[config.mk]
export PLATFORM = sky130hd
export DESIGN_NAME = snake_body_engine
export DESIGN_NICKNAME = d
export VERILOG_FILES = /design/src/rtl/snake_body_engine.sv
export SDC_FILE = /design/constraint.sdc
export NUM_CORES = 1
export LEC_CHECK = 0
export CORE_ASPECT_RATIO = 0.7
export CORE_UTILIZATION = 35
export DETAILED_ROUTE_END_ITERATION = 8
export PLACE_DENSITY = 0.65
export SYNTH_ARGS = -nofsm -noshare
export SYNTH_HDL_FRONTEND = slang
export SYNTH_SLANG_ARGS = --single-unit
[constraint.sdc]
create_clock -name clock_25 -period 9.05 [get_ports clock_25]
set_input_delay 0.905 -clock clock_25 [delete_from_list [all_inputs] [get_ports clock_25]]
set_output_delay 0.905 -clock clock_25 [all_outputs]
set_load 0.1 [all_outputs]
[src/rtl/snake_body_engine.sv]
// Snake segment store and move FSM: each game_tik scans the body for a self-hit, then shifts in the new head.
// A move keeps busy high for length+1 cycles after the tik; the segment read port has 1-cycle latency.
module snake_body_engine #(
  parameter int COORD_BITS  = 7,
  parameter int MAX_LENGTH  = 16,
  parameter int INIT_LENGTH = 3,
  parameter int GRID_W      = 80,
  parameter int GRID_H      = 60,
  parameter int START_X     = 40,
  parameter int START_Y     = 30,
  parameter int WRAP_MODE   = 0,
  parameter int SCORE_BITS  = 7,
  localparam int LEN_BITS   = $clog2(MAX_LENGTH + 1)
) (
  input  logic                  clock_25,
  input  logic                  reset,
  input  logic                  game_tik,
  input  logic                  start,
  input  logic                  right,
  input  logic                  left,
  input  logic                  up,
  input  logic                  down,
  input  logic [COORD_BITS-1:0] fruit_x,
  input  logic [COORD_BITS-1:0] fruit_y,
  input  logic [LEN_BITS-1:0]   rd_index,
  output logic [COORD_BITS-1:0] snake_head_x,
  output logic [COORD_BITS-1:0] snake_head_y,
  output logic [COORD_BITS-1:0] snake_body_x,
  output logic [COORD_BITS-1:0] snake_body_y,
  output logic                  snake_body_valid,
  output logic [LEN_BITS-1:0]   snake_length,
  output logic [SCORE_BITS-1:0] score,
  output logic                  fruit_eaten,
  output logic                  collision_detected,
  output logic                  busy
);
  localparam int IDX_BITS = $clog2(MAX_LENGTH);
  localparam logic [COORD_BITS-1:0] X_LAST   = COORD_BITS'(GRID_W - 1);
  localparam logic [COORD_BITS-1:0] Y_LAST   = COORD_BITS'(GRID_H - 1);
  localparam logic [COORD_BITS-1:0] C_ONE    = COORD_BITS'(1);
  localparam logic [LEN_BITS-1:0]   LEN_INIT = LEN_BITS'(INIT_LENGTH);
  localparam logic [LEN_BITS-1:0]   LEN_MAX  = LEN_BITS'(MAX_LENGTH);
  localparam logic [LEN_BITS-1:0]   LEN_ONE  = LEN_BITS'(1);
  localparam logic [SCORE_BITS-1:0] SCORE_ONE = SCORE_BITS'(1);

  typedef enum logic [2:0] {IDLE, RUN, SCAN, COMMIT, DEAD} state_t;
  typedef enum logic [1:0] {DIR_RIGHT, DIR_LEFT, DIR_UP, DIR_DOWN} dir_t;

  state_t                state;
  dir_t                  dir;
  dir_t                  dir_nxt;
  logic [COORD_BITS-1:0] seg_x [MAX_LENGTH];
  logic [COORD_BITS-1:0] seg_y [MAX_LENGTH];
  logic [COORD_BITS-1:0] new_x, new_y;
  logic [COORD_BITS-1:0] cand_x, cand_y;
  logic [IDX_BITS-1:0]   idx;
  logic                  grow;
  logic                  off_grid;
  logic                  seg_hit;
  logic                  scan_last;

  assign snake_head_x = seg_x[0];
  assign snake_head_y = seg_y[0];
  assign seg_hit      = (seg_x[idx] == new_x) && (seg_y[idx] == new_y);
  assign scan_last    = (LEN_BITS'(idx) == snake_length - LEN_ONE);

  // Highest-priority request wins; if it is a reversal, keep going straight.
  always_comb begin
    dir_nxt = dir;
    if (right) begin
      if (dir != DIR_LEFT) dir_nxt = DIR_RIGHT;
    end else if (left) begin
      if (dir != DIR_RIGHT) dir_nxt = DIR_LEFT;
    end else if (up) begin
      if (dir != DIR_DOWN) dir_nxt = DIR_UP;
    end else if (down) begin
      if (dir != DIR_UP) dir_nxt = DIR_DOWN;
    end
  end

  always_comb begin
    cand_x   = seg_x[0];
    cand_y   = seg_y[0];
    off_grid = 1'b0;
    case (dir)
      DIR_RIGHT:
        if (seg_x[0] == X_LAST) begin
          if (WRAP_MODE != 0) cand_x = '0; else off_grid = 1'b1;
        end else cand_x = seg_x[0] + C_ONE;
      DIR_LEFT:
        if (seg_x[0] == '0) begin
          if (WRAP_MODE != 0) cand_x = X_LAST; else off_grid = 1'b1;
        end else cand_x = seg_x[0] - C_ONE;
      DIR_UP:
        if (seg_y[0] == '0) begin
          if (WRAP_MODE != 0) cand_y = Y_LAST; else off_grid = 1'b1;
        end else cand_y = seg_y[0] - C_ONE;
      DIR_DOWN:
        if (seg_y[0] == Y_LAST) begin
          if (WRAP_MODE != 0) cand_y = '0; else off_grid = 1'b1;
        end else cand_y = seg_y[0] + C_ONE;
    endcase
  end

  always_ff @(posedge clock_25 or posedge reset) begin
    if (reset) begin
      state              <= IDLE;
      dir                <= DIR_RIGHT;
      snake_length       <= LEN_INIT;
      score              <= '0;
      fruit_eaten        <= 1'b0;
      collision_detected <= 1'b0;
      busy               <= 1'b0;
      snake_body_x       <= '0;
      snake_body_y       <= '0;
      snake_body_valid   <= 1'b0;
      new_x              <= '0;
      new_y              <= '0;
      grow               <= 1'b0;
      idx                <= '0;
      for (int i = 0; i < MAX_LENGTH; i++) begin
        seg_x[i] <= (i < INIT_LENGTH) ? COORD_BITS'(START_X - i) : '0;
        seg_y[i] <= (i < INIT_LENGTH) ? COORD_BITS'(START_Y) : '0;
      end
    end else begin
      fruit_eaten <= 1'b0;

      if (rd_index < snake_length) begin
        snake_body_x     <= seg_x[rd_index[IDX_BITS-1:0]];
        snake_body_y     <= seg_y[rd_index[IDX_BITS-1:0]];
        snake_body_valid <= 1'b1;
      end else begin
        snake_body_x     <= '0;
        snake_body_y     <= '0;
        snake_body_valid <= 1'b0;
      end

      case (state)
        IDLE, DEAD: begin
          if (start) begin
            for (int i = 0; i < MAX_LENGTH; i++) begin
              seg_x[i] <= (i < INIT_LENGTH) ? COORD_BITS'(START_X - i) : '0;
              seg_y[i] <= (i < INIT_LENGTH) ? COORD_BITS'(START_Y) : '0;
            end
            snake_length       <= LEN_INIT;
            dir                <= DIR_RIGHT;
            score              <= '0;
            collision_detected <= 1'b0;
            state              <= RUN;
          end
        end
        RUN: begin
          dir <= dir_nxt;
          if (game_tik) begin
            if (off_grid) begin
              collision_detected <= 1'b1;
              state              <= DEAD;
            end else begin
              new_x <= cand_x;
              new_y <= cand_y;
              grow  <= (cand_x == fruit_x) && (cand_y == fruit_y);
              idx   <= '0;
              busy  <= 1'b1;
              state <= SCAN;
            end
          end
        end
        SCAN: begin
          // The tail vacates its cell this move, so it only blocks when the snake grows.
          if (seg_hit && (!scan_last || grow)) begin
            collision_detected <= 1'b1;
            busy               <= 1'b0;
            state              <= DEAD;
          end else if (scan_last) begin
            state <= COMMIT;
          end else begin
            idx <= idx + IDX_BITS'(1);
          end
        end
        COMMIT: begin
          for (int i = MAX_LENGTH - 1; i > 0; i--) begin
            seg_x[i] <= seg_x[i-1];
            seg_y[i] <= seg_y[i-1];
          end
          seg_x[0] <= new_x;
          seg_y[0] <= new_y;
          if (grow) begin
            if (snake_length < LEN_MAX) snake_length <= snake_length + LEN_ONE;
            if (score != '1) score <= score + SCORE_ONE;
            fruit_eaten <= 1'b1;
          end
          busy  <= 1'b0;
          state <= RUN;
        end
        default: state <= IDLE;
      endcase
    end
  end

endmodule

==> results of run 1 <==
through the flow:
step / util [%] / power [mW]
6_report: 40.1 / 4.34
5_1_grt: 40.1 / 4.54
4_1_cts: 40.1 / 4.35
3_5_place_dp: 37.8 / 3.09
3_3_place_gp: 37.8 / 3.07
2_1_floorplan: - / 2.72
sequential cells by signal, indices dropped and copies added, names as in the netlist, 2 cells and up:
signal,count
snake_length,5
snake_head_x,7
state,3
new_x,7
snake_body_x,7
seg_x,105
snake_head_y,7
new_y,7
idx,4
score,7
snake_body_y,7
seg_y,105
dir,2
tightest hold or removal path, stage by stage (launching register included):
cell and delay [ns]:
dfrtp_1 0.39, inv_1 0.06, a21oi_1 0.05
layer usage:
metal	GRT usage, %	up-vias	part of all wire (%)
li1	-	4564	-
met1	27.4	5604	47
met2	26.7	415	45
met3	3.08	47	6.4
met4	3.52	0	1.6
met5	0	-	0
cell usage after synthesis (6+ instances only):
cell	n
o31ai_1	6
nand3_1	18
inv_1	22
nand4_1	11
ha_1	12
buf_1	9
buf_2	14
nand2_1	48
dfstp_2	23
or3_1	9
and3_1	8
buf_4	15
o22a_1	15
a21oi_1	22
dfrtp_1	255
nor2_1	41
o21ai_0	38
xor2_1	7
mux4_2	123
clkbuf_1	74
xnor2_1	35
nor2b_1	20
nor3_1	11
mux2i_1	38
mux2_2	10
a22o_1	199
power by group:
group	switching, mW	total, mW	internal (mW)	leakage [nW]
Clock	0.505	1.25	0.749	0.489
Combinational	0.978	1.52	0.545	2.83
Sequential	0.213	1.57	1.35	3.75
kinds of logic (layout without fill, tap and decap cells):
| logic type | Yosys count | in the layout | share of synthesized area (%) |
|---|---|---|---|
| muxes | 172 | 172 | 21.9 |
| xor gates and xnor gates | 42 | 42 | 2.44 |
| and+or+nand+nor | 196 | 196 | 6.77 |
| AOI/OAI and AO/OA | 328 | 328 | 17.2 |
| adders and majority gates | 12 | 12 | 0.997 |
| buffers and inverters | 143 | 160 | 4.31 |
| DFF | 278 | 278 | 46.4 |
path summary, 6_finish.rpt:
path | start | to | slack [ns] | cells after the start
worst min register to register | busy$_DFFE_PP0P_ | busy$_DFFE_PP0P_ | 0.52 | 2
max in group asynchronous | reset | idx[2]$_DFFE_PP0P_ | 6.65 | 3
worst max register to register | idx[1]$_DFFE_PP0P_ | idx[1]$_DFFE_PP0P_ | 5.11 | 9
worst max-delay path | idx[1]$_DFFE_PP0P_ | idx[1]$_DFFE_PP0P_ | 5.11 | 9
min in group asynchronous | reset | seg_x[55]$_DFFE_PP0P_ | 0.96 | 2
worst min-delay path | busy$_DFFE_PP0P_ | busy$_DFFE_PP0P_ | 0.52 | 2
cell type report:
cell class / instances / area share, %
tap: 552 / 4.06
sequential: 278 / 41.0
inverter: 26 / 0.617
multi-input combinational: 750 / 43.6
clock inverter: 14 / 1.23
timing repair buffer: 84 / 4.84
clock buffer: 36 / 4.58
==> metrics.md, run 1 <==
| Metric | Value |
|---|---|
| Status | complete, no violations |
| Synthesized flop and latch total | 278 |
| Sequential cell area | 6990 µm² |
| Initial drt markers | 1185 |
| Hold_buf cts | 0 |
| CTS buffer count | 27 |
| Fin crit share | 43.5% |
| Root Driver | clkbuf_16 |
| Post-route insts no fill | 1740 |
| H-tree depth | 1 |
| Ranking of synthesized cells by area | dfrtp_1 42%, mux4_2 18%, a22o_1 12%, dfstp_2 4.0%, mux2i_1 2.5% |
| Final min period | 3.94 ns |
| Final setup violation count | 0 |
| Initial antenna violation count | 1 |
| Via count | 10600 |
| Row cnt | 63 |
| Vias in the first global route | 10500 |
| FILL cells | 3953 |
| Average cell area after synthesis | 12.9 µm² |
| DIE AREA | 43900 µm² |
| Die Wd | 250 µm |
| CP Max Fanout | 32 |
| Setup_tns | 0 ns |
| Area of the multi-input gates | 7430 µm² |
| Die Y | 176 µm |
| Maximum VDD drop | 0.000167 V |
| Floorplan core area | 42400 µm² |
| Worst relative slew slack | 30.7% |
| Mapped Nets | 1210 |
| DRC viols | 0 |
| Post-synth ARST share | 100% |
| Hold Vio Cnt, Final | 0 |
| Final ANT Viol Nets | 0 |
| Yosys cell types | 63 |
| Synth Cell Area | 15100 µm² |
| Setup slack at placement | 5.16 ns |
| Area share of the largest cell type after synthesis | 42.4% |
| LEAKAGE | 7.07 nW |
| Placed Instances | 1690 |
| Post-Synthesis Cells | 1171 |
| Max Cap Violations | 0 |
| Cell taking the most area after synthesis | dfrtp_1 |
| Post-synth top flop | dfrtp_1 |
| Fmax | 254 MHz |
| Sequential share of the synthesized area | 46.4% |
| I/O pin count | 71 |
| Critical path capture point type | flop |
| CP top delay family | simple AND/OR/NAND/NOR gates |
| RSZ-0062 raised after global routing | no |
| Critical path buffers and inverters | 1 |
| Post-CTS Resized | 0 |
| Pin count of the biggest net entering global routing | 204 |
| Share of cells above drive strength 1 | 19.7% |
| Postcts setup bufs | 0 |
| CP peak stage delay | 0.89 ns |
| Crit path cell chain | buf_4 > mux4_2 > mux2i_1 > xnor2_1 > a211oi_1 > o221ai_1 > nor4_4 > nor2_1 > nand3b_1 |
| Req. time, crit path | 9.48 ns |
| Ant. Diodes | 0 |
| Worst slew pin tran | 1.04 ns |
| Number of synthesized flops with an enable pin | 0 |
| Final worst setup slack | 5.11 ns |
| Vias per Instance | 6.11 |
| Pwr per Cell Area | 255 nW/µm² |
| Latest clock arrival within the worst-skew pair | 0.56 ns |
| Most common cell after layout, fill and taps aside | dfrtp_1 |
| Global-route wire length before repair | 62.7 mm |
| CP startpoint kind | flop |
| Routed length per instance | 22.2 µm |
| CTS Sinks | 278 |
| Pins Over Slew Limit | 0 |
| Worst hold slack | 0.525 ns |
| Final Skew | 0.0115 ns |
| Max stage delay cell, worst path | dfrtp_2 |
| Total Nets Final | 1206 |
| Port Buf Inserts | 70 |
| Worst Path Class, Setup | flop to flop |
| Total grt overflow | 0 |
| Layout area overhead | 13.1% |
| Placer congestion estimate | 0.827 |
| Starting Density | 35.5% |
| GRT Util Overall | 17.9% |
| Most frequent cells in the layout | 252 x dfrtp_1, 199 x a22o_1, 123 x mux4_2 |
| Hold Path Class | flop to flop |
| Dpl hpwl | 24.3 mm |
| CP Data Arrival Time | 4.37 ns |
| Placed cell areas | 16000 µm² |
| CTS tree | yes |
| Post-route cell area | 17000 µm² |
| Clk buf depth | 3 |
| Synth warn | 0 |
| DRT Pass-1 Iters | 5 |
| Clock slew at reported path FFs | 0.07 ns |
| Routed WL | 38.7 mm |
(Power assumes the default switching activity.)
==> run 2: changes to the inputs <==
- PLACE_DENSITY: 0.65 -> 0.63
- clock period: 9.05 -> 4 ns (I/O delays scaled with it)
==> metrics.md, run 2 (synthesis gave the netlist of run 1 again) <==
| Metric | Value |
|---|---|
| Initial drt markers | 1102 |
| Largest regs | seg_x (105), seg_y (105) |
| Fmax | 294 MHz |
| Hold Path Class | input port to async pin |
| H-tree depth | 1 |
| Die Wd | 250 µm |
| CTS buffer count | 27 |
| Max Cap Violations | 0 |
| CP Data Arrival Time | 3.88 ns |
| Ant. Diodes | 0 |
| Layout area overhead | 13.7% |
| Met1 usage | 28.4% |
| R2R depth | 10 |
| FILL cells | 3963 |
| Placed cell areas | 16200 µm² |
| Switch Pwr | 3.84 mW |
| Via count | 10600 |
| Area of the multi-input gates | 7430 µm² |
| Vias in the first global route | 10400 |
| Routed length per instance | 22.5 µm |
| CP startpoint | idx[1]$_DFFE_PP0P_ |
| I/O pin count | 71 |
| RR Endpoint | idx[2]$_DFFE_PP0P_ |
| Final min period | 3.40 ns |
| Pin count of the biggest net entering global routing | 207 |
| Die Y | 176 µm |
| Maximum VDD drop | 0.000603 V |
| Share of cells above drive strength 1 | 20.6% |
| Crit path capture | idx[2]$_DFFE_PP0P_ |
| CP Max Fanout | 22 |
| Final worst setup slack | 0.601 ns |
| Clk pwr share | 26.5% |
| Row cnt | 63 |
| Sw Ratio | 39.7% |
| Clk buf depth | 3 |
| Initial antenna violation count | 0 |
| Routed WL | 39.5 mm |
| Hold Vio Cnt, Final | 0 |
| Final Skew | 0.0120 ns |
| Met3 global-route usage | 3.47% |
| Worst hold slack | 0.295 ns |
| Latest clock arrival within the worst-skew pair | 0.55 ns |
| GRT met2 Usage | 26.0% |
| DRT Pass-1 Iters | 5 |
| Req. time, crit path | 4.48 ns |
| DRC viols | 0 |
| Starting Density | 35.5% |
| CP peak stage delay | 0.83 ns |
| Dpl hpwl | 25.3 mm |
| Most used cell, CP | buf_4 |
| Pwr per Cell Area | 565 nW/µm² |
| Crit path cell chain | buf_4 > mux4_2 > mux2i_1 > xnor2_1 > a211oi_1 > o221ai_1 > nor4_4 > buf_4 > or4_1 > nand3_1 |
| GRT Util Overall | 18.2% |
| Status | complete, no violations |
| Fin crit share | 85.0% |
| Max stage delay cell, worst path | dfrtp_2 |
| CTS Sinks | 278 |
| Worst R2R Start | idx[1]$_DFFE_PP0P_ |
| Post-route insts no fill | 1757 |
| CTS tree | yes |
| R2R setup slack | 0.60 ns |
| Comb pwr share | 37.0% |
| Placer congestion estimate | 0.839 |
| Worst relative slew slack | 26.4% |
| Most frequent cells in the layout | 252 x dfrtp_1, 199 x a22o_1, 123 x mux4_2 |
| Pint | 5.82 mW |
| DIE AREA | 43900 µm² |
| Post-CTS Resized | 0 |
| Postcts setup bufs | 0 |
| Most common cell after layout, fill and taps aside | dfrtp_1 |
| Sequential power share | 36.5% |
| Placed Instances | 1709 |
| Post-route cell area | 17100 µm² |
| Port Buf Inserts | 70 |
| Final ANT Viol Nets | 0 |
| Floorplan core area | 42400 µm² |
| Global-route wire length before repair | 63.2 mm |
| Hold_buf cts | 0 |
| Worst slew pin tran | 1.10 ns |
| Total Nets Final | 1225 |
| Clock slew at reported path FFs | 0.06 ns |
| LEAKAGE | 7.13 nW |
| Setup slack at placement | 0.635 ns |
| Final setup violation count | 0 |
| Pins Over Slew Limit | 0 |
| Final core utilization | 40.3% |
| Vias per Instance | 6.05 |
| Sequential cell area | 6990 µm² |
| Critical path capture point type | flop |
| RSZ-0062 raised after global routing | no |
| Root Driver | clkbuf_16 |
| Gr busiest metal | met1 |
| Total grt overflow | 0 |
| Worst Path Class, Setup | flop to flop |
| CP startpoint kind | flop |
-- run 2: cell count changes in the layout (fill, tap and decap cells not counted) --
cell       change
bufinv_16      -4
buf_12         +5
clkbuf_1       +3
buf_4         +14
clkbuf_8       +1
inv_8          -1
clkinv_2       +2
inv_6          -2
clkinv_4       -1
-- run 2: cell type report --
cell class | count | share of cell area [%]
multi-input cells | 750 | 43.4
flip-flops and latches | 278 | 40.9
repair buffers | 103 | 6.01
clock buffers | 40 | 4.70
well taps | 552 | 4.04
inverters | 26 | 0.592
clock inverters | 8 | 0.380
-- run 2: worst max-delay path: cells and delay by family (launching register included) --
family | cells | cell delay (ns)
multiplexers | 2 | 0.69
AND/OR/NAND/NOR | 3 | 0.68
AO/OA/AOI/OAI | 2 | 0.35
XOR/XNOR | 1 | 0.18
flip-flops | 1 | 0.83
buffers and inverters | 2 | 0.57
-- run 2: metal layers --
| metal | vias to the layer above | wire length, µm |
|---|---|---|
| li1 | 4612 | - |
| met1 | 5567 | 19000 |
| met2 | 405 | 17200 |
| met3 | 41 | 2740 |
| met4 | 0 | 586 |
| met5 | - | 0 |
-- run 2: worst min-delay path by stage --
stage,cells past startpoint,endpoint,slack (ns)
floorplan,1,seg_x[0]$_DFFE_PP0P_,0.48
global placement,1,new_x[3]$_DFFE_PP0P_,0.49
detailed placement,1,seg_y[2]$_DFFE_PP0P_,0.50
CTS,2,seg_x[34]$_DFFE_PP0P_,0.30
global route,2,seg_x[34]$_DFFE_PP0P_,0.34
finish,2,seg_x[34]$_DFFE_PP0P_,0.30
-- run 2: power by group through the flow --
stage          logic (mW)  registers (mW)  clock network [mW]
6_report             3.57            3.53                2.56
2_1_floorplan        2.65            3.50                   0
3_3_place_gp         3.53            3.57                   0
4_1_cts              3.57            3.53                2.61
3_5_place_dp         3.55            3.58                   0
5_1_grt              3.85            3.58                2.71
-- run 2: through the flow --
step / setup TNS, ns / total power [mW]
after floorplan: -15.44 / 6.15
after global placement: 0 / 7.09
after detailed placement: 0 / 7.13
after CTS: 0 / 9.71
after global routing: 0 / 10.1
final: 0 / 9.67
==> variant 1: new RTL, settings of run 1 <==
Re-encode `state_t` (5 states) as Gray code, 3 bits wide.
--- a/src/rtl/snake_body_engine.sv
+++ b/src/rtl/snake_body_engine.sv
@@ -44,5 +44,5 @@
   localparam logic [SCORE_BITS-1:0] SCORE_ONE = SCORE_BITS'(1);
 
-  typedef enum logic [2:0] {IDLE, RUN, SCAN, COMMIT, DEAD} state_t;
+  typedef enum logic [2:0] {IDLE = 3'b000, RUN = 3'b001, SCAN = 3'b011, COMMIT = 3'b010, DEAD = 3'b110} state_t;
   typedef enum logic [1:0] {DIR_RIGHT, DIR_LEFT, DIR_UP, DIR_DOWN} dir_t;
 
Function: no difference found for any inputs over 4 cycles, from zero or initial values and one cycle with reset high; so few cycles prove little.
==> variant 1 against run 1 <==
Sequential cell count unchanged; wire length down 1.8%; die area decreased by 0.43%; setup slack got worse by 410 ps; area after synthesis decreased by 0.43%; clock power is 3% higher; global-route usage fell by 0.50 points; power is 23% higher; final area down 0.36%; maximum frequency shrank 9.4%; largest cell class unchanged.
==> variant 1: results (changes against run 1) <==
- Run status: finished, final reports clean
- HP Start: seg_y[0]
- Synth top cells by count: 255 x dfrtp_1, 195 x a22o_1, 120 x mux4_2, 74 x clkbuf_1, 44 x nand2_1
- Synth Cell Area: 14990 sq um (-0.43%)
- Syn_area_per_cell: 13.00 sq um (+1.1%)
- Hold Worst Slack: 521.8 ps (-2.948 ps)
- Syn nets: 1193 (-1.4%)
- Layout fillers: 3940 (-0.33%)
- Post-route insts no fill: 1722 (-1.0%)
- Layout non-clock buf frac: 4.838% (about the same)
- Global-route wire length before repair: 61100 um (-2.6%)
- Crit path largest cell delay: 920 ps (+30 ps)
- Multi-input combinational area share: 43.51% (-0.12 points)
- Global Route Usage Sum: 17.44% (-0.50 points)
- HPWL after DPL: 23860 um (-1.9%)
- Comb_multi_in: 736 (-1.9%)
- Crit path DAT: 4780 ps (+410 ps)
- P_leak: 0.006905 uW (-2.4%)
- Worst r2r dst: state[0]
- Area growth syn-to-layout: 13.19% (about the same)
- WL/cell: 22.05 um (-0.82%)
- Library cells used by synthesis: 65 (+3.2%)
- Relative max-transition margin: 24.88% (-5.8 points)
- Fraction of area in registers: 41.21% (+0.16 points)
- FF+latch count: 278 (unchanged)
- Vias in the first global route: 10410 (-0.52%)
- Pin count of the biggest net entering global routing: 102 (-50%)
- 1st-iter DRT viols: 954 (-19%)
- Antenna violations before repair: 0 (-1)
- Non-clk bufs: 87 (+3.6%)
- Worst Hold End: seg_y[0]
- FF-to-FF setup slack: 4700 ps (-410 ps)
- Signal inverters: 20 (-23%)
- Placed Area: 15970 sq um (-0.44%)
- Clk_skew: 11.84 ps (+0.3294 ps)
==> variant 1: power breakdown <==
| part | internal (uW) | leakage [uW] | total, uW | switching [uW] |
|---|---|---|---|---|
| logic | 840 | 0.00270 | 2140 | 1300 |
| registers | 1500 | 0.00373 | 1910 | 404 |
| clock network | 788 | 0.000478 | 1290 | 501 |
==> variant 1: per-layer routing <==
metal	share of wire [%]	routed length, um	GRT usage (%)	vias to the layer above
met5	0	0	0	-
met4	1.3	487	3.164	0
met3	7.0	2655	3.918	32
met2	45	17070	25.76	368
met1	47	17760	26.27	5594
li1	-	-	-	4512
==> variant 1: cell families after synthesis <==
family                   after synthesis  synth area share (%)
flip-flops                           278                 46.61
adder cells (fa/ha/maj)               13                 1.085
AND/OR/NAND/NOR                      174                 5.935
AO/OA/AOI/OAI                        338                 17.86
buffers and inverters                139                 4.249
XOR/XNOR                              42                 2.454
multiplexers                         169                 21.81
==> variant 2: new RTL, config.mk and constraints of run 1 <==
Made on the original files. Set the parameter `COORD_BITS` to 5 (it was 7).
--- a/src/rtl/snake_body_engine.sv
+++ b/src/rtl/snake_body_engine.sv
@@ -2,5 +2,5 @@
 // A move keeps busy high for length+1 cycles after the tik; the segment read port has 1-cycle latency.
 module snake_body_engine #(
-  parameter int COORD_BITS  = 7,
+  parameter int COORD_BITS  = 5,
   parameter int MAX_LENGTH  = 16,
   parameter int INIT_LENGTH = 3,
Ports: changed (6 resized); port bits go from 71 to 59. No check against the original RTL was run, so the function may have changed too.
==> variant 2 against run 1 <==
Power shrank 22%; final area down 25%; worst hold slack worse by 24 ps; sequential share of layout area decreased by 0.46 points; sequential cell count down 72; wire length fell by 28%; synthesized cell count decreased by 22%; utilization rose by 0.41 points; area after synthesis shrank 25%; setup slack worse by 340 ps; combinational power shrank 20%; clock skew rose by 9.0 ps; count of clock-buffer cells in the layout fell by 10.
==> variant 2: results (changes against run 1) <==
- Run status: finished, final reports clean
- Top flop regs: seg_x: 75 flops, seg_y: 75 flops, score: 7 flops
- CTS Buffer Depth: 3 (unchanged)
- Num CTS Buffers: 21 (-22%)
- Pin count of the biggest net entering global routing: 81 (-60%)
- Synth area leaders: dfrtp_1 41%, mux4_2 14%, a22o_1 11%
- Int Power: 2049 uW (-23%)
- Register area share after synthesis: 45.81% (-0.60 points)
- Crit Path Max Fanout: 26 (-19%)
- Worst Reg2Reg Path Length in Cells: 8 (-1)
- Crit path largest cell delay: 990 ps (+100 ps)
- Clk pin slew, worst setup/hold paths: 70 ps (about the same)
- Global placer's final weighted congestion: 0.8556 (+3.4%)
- Hold crit path type: reg -> reg
- 1st-iter DRT viols: 975 (-18%)
- Total number of vias: 7975 (-25%)
- Final period utilization: 47.31% (+3.8 points)
- Layout cells sized above 1: 16.90% (-2.8 points)
- Layout fillers: 2996 (-24%)
- Syn nets: 949 (-22%)
- Antenna violations before repair: 0 (-1)
- HP Start: state[2]
- Library cells used by synthesis: 72 (+14%)
- Place WS: 4851 ps (-313.8 ps)
- Synth warn: 0 (unchanged)
- I/O Buffers: 58 (-17%)
- Clock Latency Late Sink: 520 ps (-40 ps)
- Crit path DAT: 4720 ps (+350 ps)
- Worst Hold End: state[0]
- Global-route wire length before repair: 45110 um (-28%)
- Crit-path slowest cell: nor4_2
- CP startpoint: idx[2]
- Post-synth ARST share: 100.0% (unchanged)
- Synth top cells by count: 186 x dfrtp_1, 140 x a22o_1, 69 x mux4_2, 53 x clkbuf_1, 48 x mux2i_1
- Post-cts sizing count: 0 (unchanged)
- Vias in the first global route: 7608 (-27%)
- FF-to-FF setup slack: 4770 ps (-340 ps)
- Global Route Usage Sum: 16.88% (-1.1 points)
- Worst vdd ir: 128.2 uV (-23%)
- End point of the critical path: idx[0]
- Hold Worst Slack: 500.8 ps (-24.02 ps)
- Clk_skew: 20.48 ps (+8.969 ps)
- Setup Buffers After CTS: 0 (unchanged)
- HPWL after DPL: 17690 um (-27%)
- Worst-Margin Slew: 1111 ps (+71.43 ps)
- Hold path depth: 1 (-1)
- Delay-heaviest family, CP: simple AND/OR/NAND/NOR gates
- P_leak: 0.005336 uW (-25%)
- Routed WL: 27830 um (-28%)
-- variant 2: changes by cell type after synthesis, sizes merged, moves of 15 or more --
| cell | change |
|---|---|
| dfrtp | -69 |
| a22o | -59 |
| mux4 | -52 |
| clkbuf | -21 |
| xnor2 | -18 |
| a22oi | +15 |
-- variant 2: stage by stage --
step	power (uW)	cell area, sq um	std cells
after global routing	3550	12770	1349
final	3381	12770	1349
after floorplan	2180	11310	914
after global placement	2429	12040	1312
after detailed placement	2445	12040	1312
after CTS	3396	12770	1349
-- variant 2: power groups by stage --
stage / sequential, uW / combinational, uW / clock, uW
2_1_floorplan: 1180 / 1000 / 0
3_3_place_gp: 1220 / 1210 / 0
3_5_place_dp: 1230 / 1220 / 0
4_1_cts: 1210 / 1220 / 961
5_1_grt: 1230 / 1320 / 999
6_report: 1210 / 1220 / 942
-- variant 2: logic make-up (layout without fill, tap and decap cells) --
logic type | Yosys count | after routing | synth area share [%]
flops | 206 | 206 | 45.81
compound gates | 265 | 265 | 18.74
simple gates | 163 | 163 | 7.734
xor+xnor | 29 | 29 | 2.246
mux | 126 | 126 | 19.29
fa+ha+maj | 12 | 12 | 1.328
buf+inv | 113 | 128 | 4.857
-- variant 2: metal layers --
layer | wire length [um] | vias up | part of all wire [%] | GRT usage (%)
met1 | 13530 | 4165 | 49 | 26.50
met3 | 1487 | 29 | 5.3 | 2.695
met4 | 375 | 0 | 1.3 | 2.482
met5 | 0 | - | 0 | 0
met2 | 12430 | 228 | 45 | 24.74
li1 | - | 3553 | - | -
-- variant 2: layout make-up --
type | instances | share of cell area [%]
well taps | 420 | 4.115
inverters | 23 | 0.7348
multi-input cells | 595 | 43.76
clock inverters | 11 | 1.323
flip-flops and latches | 206 | 40.59
clock buffers | 26 | 4.419
repair buffers | 68 | 5.055
